$ cat config.mk
export PLATFORM = sky130hd
export DESIGN_NAME = scan_decoder
export DESIGN_NICKNAME = d
export VERILOG_FILES = /design/src/rtl/scan_decoder_pkg.sv /design/src/rtl/scan_decoder_onehot_dec.sv /design/src/rtl/scan_decoder.sv
export SDC_FILE = /design/constraint.sdc
export NUM_CORES = 1
export LEC_CHECK = 0
export CAP_MARGIN = 30
export CORE_MARGIN = 3
export CORE_UTILIZATION = 47
export CTS_BUF_LIST = sky130_fd_sc_hd__clkbuf_4 sky130_fd_sc_hd__clkbuf_8
export CTS_CLUSTER_SIZE = 8
export DETAILED_ROUTE_END_ITERATION = 10
export PLACE_DENSITY = 0.8
export SYNTH_ARGS = -nofsm -noshare
export SYNTH_HDL_FRONTEND = slang
export SYNTH_SLANG_ARGS = --single-unit
$ cat constraint.sdc
create_clock -name clk -period 2.2 [get_ports clk]
set_input_delay 0.44 -clock clk [delete_from_list [all_inputs] [get_ports clk]]
set_output_delay 0.44 -clock clk [all_outputs]
set_load 0.005 [all_outputs]
$ cat src/rtl/scan_decoder_pkg.sv
// Shared definitions for the scanning one-hot decoder: FSM states, mode
// encodings and the output-width helper.
package scan_decoder_pkg;

  typedef enum logic [1:0] {
    IDLE = 2'd0,
    HOLD = 2'd1,
    SCAN = 2'd2
  } state_e;

  localparam logic MODE_DIRECT = 1'b0;
  localparam logic MODE_SCAN   = 1'b1;

  function automatic int out_width(input int aw);
    return 1 << aw;
  endfunction

endpackage

$ cat src/rtl/scan_decoder_onehot_dec.sv
// Combinational AW -> 2^AW one-hot decoder; output is all-zero when en is low.
module onehot_dec #(
  parameter int AW = 4
) (
  input  logic               en,
  input  logic [AW-1:0]      addr,
  output logic [(2**AW)-1:0] y
);

  always_comb begin
    y = '0;
    if (en) y[addr] = 1'b1;
  end

endmodule

$ cat src/rtl/scan_decoder.sv
// Registered one-hot decoder with a valid/ready request port and an auto-scan
// mode that steps the selected output with a programmable dwell time.
module scan_decoder
  import scan_decoder_pkg::*;
#(
  parameter  int AW      = 4,
  parameter  int DWELL_W = 8,
  localparam int OW      = out_width(AW)
) (
  input  logic               clk,
  input  logic               rst_n,
  input  logic               en,
  input  logic               mode,
  input  logic               in_valid,
  output logic               in_ready,
  input  logic [AW-1:0]      in_addr,
  input  logic [DWELL_W-1:0] dwell,
  output logic [OW-1:0]      y,
  output logic [AW-1:0]      idx,
  output logic               wrap,
  output logic               busy
);

  logic [1:0]         state_q, state_d;
  logic [AW-1:0]      idx_d;
  logic [DWELL_W-1:0] cnt_q, cnt_d;
  logic [DWELL_W-1:0] dwell_q, dwell_d;
  logic               wrap_d;
  logic               sel_en;
  logic [OW-1:0]      y_d;
  logic               accept;

  assign in_ready = en & (state_q != SCAN);
  assign accept   = in_valid & in_ready;
  assign busy     = (state_q == SCAN);

  // sel_en decides whether next cycle's y shows one-hot(idx_d) or zero;
  // y is computed from the next index so it is registered alongside idx.
  always_comb begin
    state_d = state_q;
    idx_d   = idx;
    cnt_d   = cnt_q;
    dwell_d = dwell_q;
    wrap_d  = 1'b0;
    sel_en  = 1'b0;
    if (!en) begin
      state_d = IDLE;
      cnt_d   = '0;
    end else if (accept) begin
      idx_d  = in_addr;
      sel_en = 1'b1;
      if (mode == MODE_SCAN) begin
        state_d = SCAN;
        cnt_d   = dwell;
        dwell_d = dwell;
      end else begin
        state_d = HOLD;
      end
    end else begin
      case (state_q)
        HOLD: sel_en = 1'b1;
        SCAN: begin
          sel_en = 1'b1;
          if (cnt_q != '0) begin
            cnt_d = cnt_q - DWELL_W'(1);
          end else begin
            idx_d  = idx + AW'(1);
            cnt_d  = dwell_q;
            wrap_d = (idx == '1);
          end
        end
        default: sel_en = 1'b0;
      endcase
    end
  end

  onehot_dec #(.AW(AW)) u_dec (
    .en   (sel_en),
    .addr (idx_d),
    .y    (y_d)
  );

  always_ff @(posedge clk or negedge rst_n) begin
    if (!rst_n) begin
      state_q <= IDLE;
      idx     <= '0;
      y       <= '0;
      wrap    <= 1'b0;
      cnt_q   <= '0;
      dwell_q <= '0;
    end else begin
      state_q <= state_d;
      idx     <= idx_d;
      y       <= y_d;
      wrap    <= wrap_d;
      cnt_q   <= cnt_d;
      dwell_q <= dwell_d;
    end
  end

endmodule

Word level (Yosys, flattened, before mapping)
Cells that the tools add are included.
- register bits: 39
- RAM bits: 0
- input port bits: 17
- output and inout port bits: 23
- latch bits: 0
- bits in read-only memories: 0
- memories kept: 0
- divide/modulo/power cells: 0
- muxes and demuxes: 22
- bitwise gates (word level): 2
- order comparisons: 2
- shift operators: 0
- multiply operators: 0
- $add $sub $neg: 2
- equal/unequal tests: 7
- reduce and logical (&&, ||, !) cells: 5
- operator list (cell ; number):
    8-bit 2-to-1 mux ; 5
    16-bit 2-to-1 mux ; 1
    4-bit 2-to-1 mux ; 4
    1-bit 2-to-1 mux ; 8
    8-bit nonzero test ; 1
    8-bit by 1-bit subtractor with 8-bit output, second input constant ; 1
    2-bit 2-to-1 mux ; 3
    4-bit by 5-bit less-than comparator with 1-bit output, second input constant ; 1
    4-bit by 1-bit adder with 4-bit output, second input constant ; 1
    1-bit demux with 4-bit select ; 1
    4-bit equality test, second input constant ; 1
    4-bit by 1-bit greater-or-equal comparator with 1-bit output, second input constant ; 1
    3-bit by 1-bit != test with 1-bit output, second input constant ; 1
    3-bit != test, second input constant ; 1
    3-bit AND reduction ; 1
    1-bit AND ; 2
    2-bit by 1-bit equality test with 1-bit output, second input constant ; 1
    2-bit equality test, second input constant ; 1
    2-bit by 1-bit != test with 1-bit output, second input constant ; 1
    2-bit != test, second input constant ; 1
    2-bit AND reduction ; 1
    2-bit OR reduction ; 1
    1-bit logical AND ; 1

Longest topological paths before layout
- depth after elaboration: 10
- depth in mapped cells: 10
- mapped depth without buffers: 8

By module
From an unflattened synthesis, not the netlist that was laid out.
- cell total of the unflattened synthesis: 176
- area total of the unflattened synthesis: 1910.6 um^2
- modules (own cells, without submodules) (module ; sequential area each (um^2) ; instances ; cells an instance ; area each (um^2)):
    scan_decoder ; 975.9 ; 1 ; 153 ; 1793.0
    onehot_dec ; 0.0 ; 1 ; 23 ; 117.6

Least setup slack after synthesis
No wires, ideal clock.
- path kind: reg2reg
- start point: register cnt_q[0]
- end point: register y[11]
- required time: 2105 ps
- period minus slack after synthesis: 2211 ps
- setup time: 95 ps
- setup slack: -11 ps
- arrival time: 2116 ps
- stages on the path, launching flop included: 9
- cell sequence: dfrtp_1 > inv_1 > ha_1 > or4b_4 > nor3_2 > nand4_1 > o311a_1 > buf_6 > nor4b_2
- cells in the longest elaborated chain, start to end: 10
- ends and longest elaborated chain (item ; line ; source):
    from (decl) ; scan_decoder.sv:26 ; logic [DWELL_W-1:0] cnt_q, cnt_d;
    from (signal assigned) ; scan_decoder.sv:96 ; cnt_q <= cnt_d;
    8-bit nonzero test * ; scan_decoder.sv:64 ; if (cnt_q != '0) begin
    4-bit 2-to-1 mux * ; scan_decoder.sv:64 ;
    4-bit 2-to-1 mux * ; scan_decoder.sv:60 ; case (state_q)
    4-bit 2-to-1 mux * ; scan_decoder.sv:49 ; end else if (accept) begin
    4-bit 2-to-1 mux * ; scan_decoder.sv:46 ; if (!en) begin
    4-bit by 5-bit less-than comparator with 1-bit output (implied by the code) / 4-bit by 1-bit greater-or-equal comparator with 1-bit output (equally long branches) ; scan_decoder_onehot_dec.sv:12 ; if (en) y[addr] = 1'b1;
    1-bit logical AND (implied by the code) ; scan_decoder_onehot_dec.sv:12 ;
    1-bit 2-to-1 mux (implied by the code) ; scan_decoder_onehot_dec.sv:12 ;
    1-bit demux with 4-bit select * ; - ;
    16-bit 2-to-1 mux * ; scan_decoder_onehot_dec.sv:12 ;
    named net u_dec.y[11] ; scan_decoder_onehot_dec.sv:7 ; output logic [(2**AW)-1:0] y
    to (signal assigned) ; scan_decoder.sv:94 ; y <= y_d;
    to (decl) ; scan_decoder.sv:18 ; output logic [OW-1:0] y,
The timed path passes the listed nets; every way through them passes the cells marked *.
A chain may end at the register's enable or synchronous reset.

Worst setup path in the final report
- start point: register cnt_q[0]
- end point: register y[0]
Same word-level chain as after synthesis.

==> qor.csv <==
metric;value;unit
met1 Usage GRT;0.3070;
met2 Usage GRT;0.3568;
hpwl dp;3612;um
H-tree depth;2;
vias after detailed routing;1793;
clk sinks;39;
Initial DRT Pass Iterations;4;
Synth Instances;184;
Max-slew headroom;0.4336;
top cells by area, synth;dfrtp_1, mux2_2, nand2_1, o21ai_0, nor4b_2;
synth warn;0;
GR peak layer;met2;
root buffer cell;clkbuf_8;
# diodes;0;
post-synthesis sequential area ratio;0.5078;
Primary FF master, synth;dfrtp_1;
Slew @ Worst Pin;0.8496;ns
std cell rows;22;
area grow syn2layout;47.79;%
nets@finish;280;
Synth cell types;46;
critical path startpoint category;flip-flop;
WP data required;2.40;ns
CP peak stage delay;0.41;ns
IO Pins;40;
Max Clk Rate;447.2;MHz
crit path capture type;flip-flop;
I/O Buffers;39;
Post-CTS Hold Buffers;0;
clock buffer depth;2;
share of cells above drive strength 1;0.3103;
power per cell area;723.2;mW/mm2
Hold Path Class;in -> async;
GR Layer Usage met3;0.06043;
EDFF count, synth;0;
ys async rst share;1.000;
Setup CP Type;reg -> reg;
clock skew;0.007971;ns
CTS tree;built;
Final Setup Violations;4;
RePlAce Congestion;0.8735;
WL/cell;16.55;um
hold slack;0.2321;ns
leak pwr;1.229;nW
Initial DRC Count;130;
All-Layer GR Usage;0.2275;
die height;69.95;um
largest net degree at the start of global routing;40;
post-synth top area share;0.5078;
failing checks;negative setup slack;
Worst Path Buf+Inv;4;
Core Box Area;0.003799;mm2
max-slew violation count;0;
top cell type by total area after synthesis;dfrtp_1;
final setup margin;-0.03593;ns
Max Cap Violations;0;
CP top delay family;simple AND/OR/NAND/NOR gates;
TNS Setup;-0.08124;ns
Clock transition at path regs;0.08;ns
RSZ-0062 raised after global routing;yes;
Initial Utilization;0.5059;
Detailed Route WL;5113;um
Die Area;0.004892;mm2
crit path max fanout;5;
Remaining Overflow, GRT;0;
fin util;0.7477;
CP most frequent cell;buf_4;
WP data arrival;2.43;ns
DRC;0;
Synth Cell Area;0.001922;mm2
min Tclk post-route;2.236;ns
Avg Cell Area, Syn;10.44;um2
syn_nets;204;
antenna-violating nets left;0;
CP max-delay cell;dfrtp_1;
FF+latch count, synth;39;
Num CTS Buffers;5;
run status;finished with violations;
Filler Cell Count;251;
vias in the first global route;1780;
Max VDD drop;563.4;uV
Final Hold Viols;0;
Tcrit/Tclk final;1.016;
initial antenna violation count;0;
Via density;5.803;
Clk Latency, worst-skew pair;0.31;ns
first-pass GRT wire length;8797;um
Chip Width;69.95;um
worst path cell trace;inv_2, ha_4, buf_4, nor4b_4, buf_4, a21oi_1, o21ai_0, buf_4, nand4b_1, nor3_1;
area by class of cell:
class | count | area [um2] | share of cell area
inverter | 6 | 30.03 | 0.01057
tap | 48 | 60.06 | 0.02115
multi-input combinational | 131 | 1005 | 0.3537
clock inverter | 3 | 23.77 | 0.008370
clock buffer | 5 | 68.82 | 0.02423
sequential | 39 | 975.9 | 0.3436
timing repair buffer | 77 | 676.9 | 0.2383
kinds of logic (layout without fill, tap and decap cells):
kind of cell | after synthesis | after routing | share of synthesized area
AND/OR/NAND/NOR | 72 | 72 | 0.2201
AO/OA/AOI/OAI | 42 | 42 | 0.1419
flip-flops | 39 | 39 | 0.5078
buffers and inverters | 14 | 91 | 0.03385
multiplexers | 11 | 11 | 0.06315
adder cells (fa/ha/maj) | 3 | 3 | 0.01953
XOR/XNOR | 3 | 3 | 0.01367
layer usage:
layer | share of wire | vias up
met1 | 0.43 | 872
met2 | 0.46 | 78
met4 | 0.026 | 0
met3 | 0.083 | 12
met5 | 0 | -
li1 | - | 831
per-stage QoR:
stage          power, W  setup slack (ns)  instances  area (um2)
5_1_grt        0.002165           -0.1579        309        2840
6_report       0.002054          -0.03593        309        2840
4_1_cts        0.002000          -0.02263        306        2759
3_3_place_gp   0.001435           -0.1237        296        2575
3_5_place_dp   0.001449           -0.2130        296        2575
2_1_floorplan  0.001183           0.01046        184        1924
registers in the layout (all words and copies together), names as in the netlist:
signal and flops:
cnt_q 8, dwell_q 8, idx 4, state_q 2, wrap 1, y 16
synth_stat cells, drive strengths merged, types with 4 or more instances:
| cell type | number |
|---|---|
| a211oi | 6 |
| a21oi | 7 |
| and3 | 4 |
| buf | 5 |
| dfrtp | 39 |
| inv | 5 |
| mux2 | 9 |
| nand2 | 17 |
| nand2b | 4 |
| nand3 | 7 |
| nor2 | 7 |
| nor3 | 11 |
| nor4 | 5 |
| nor4b | 6 |
| o21ai | 14 |
path summary, 6_finish.rpt:
path | cells after the start | slack (ns) | startpoint | to
worst max-delay path | 10 | -0.04 | cnt_q[0] | y[0]
worst min-delay path | 1 | 0.23 | rst_n | dwell_q[4]
worst max register to register | 10 | -0.04 | cnt_q[0] | y[0]
worst min register to register | 2 | 0.50 | dwell_q[7] | dwell_q[7]
max in group asynchronous | 1 | 1.43 | rst_n | wrap
min in group clk | 2 | 0.50 | dwell_q[7] | dwell_q[7]
cells in the final DEF, fill, tap and decap left out, types with 2 or more instances in the layout:
| master | instances |
|---|---|
| dfrtp_1 | 39 |
| clkdlybuf4s50_1 | 37 |
| buf_4 | 36 |
| nand2_1 | 15 |
| o21ai_0 | 11 |
| mux2_2 | 9 |
| nor3_1 | 8 |
| a21oi_1 | 7 |
| nand3_1 | 7 |
| nor2_1 | 7 |
| a211oi_1 | 6 |
| clkbuf_8 | 5 |
| nand2b_1 | 4 |
| nor4b_4 | 4 |
| and3_1 | 4 |
| nand4_1 | 3 |
| o211ai_1 | 3 |
| inv_2 | 3 |
| and2_1 | 2 |
| o21ai_2 | 2 |
| nand2_2 | 2 |
| mux2i_1 | 2 |
| o22ai_1 | 2 |
| nor4_1 | 2 |
| nor4_2 | 2 |
| nor4b_2 | 2 |
| nor3_2 | 2 |
| xnor2_1 | 2 |
| clkinvlp_4 | 2 |
| buf_6 | 2 |
what timing repair did:
action,CTS,global route
resized for setup,18,11
hold endpoints to repair,0,0
gates cloned,0,0
setup buffers,2,3
setup endpoints to repair,18,19
pin swaps,4,2
where the power goes:
part / total, W / internal (W) / switching [W]
Sequential: 0.000862 / 0.000792 / 0.0000699
Clock: 0.000506 / 0.000227 / 0.000280
Combinational: 0.000686 / 0.000352 / 0.000334
Total: 0.00205 / 0.00137 / 0.000684
Note: power is estimated with default switching activity, not from simulation.
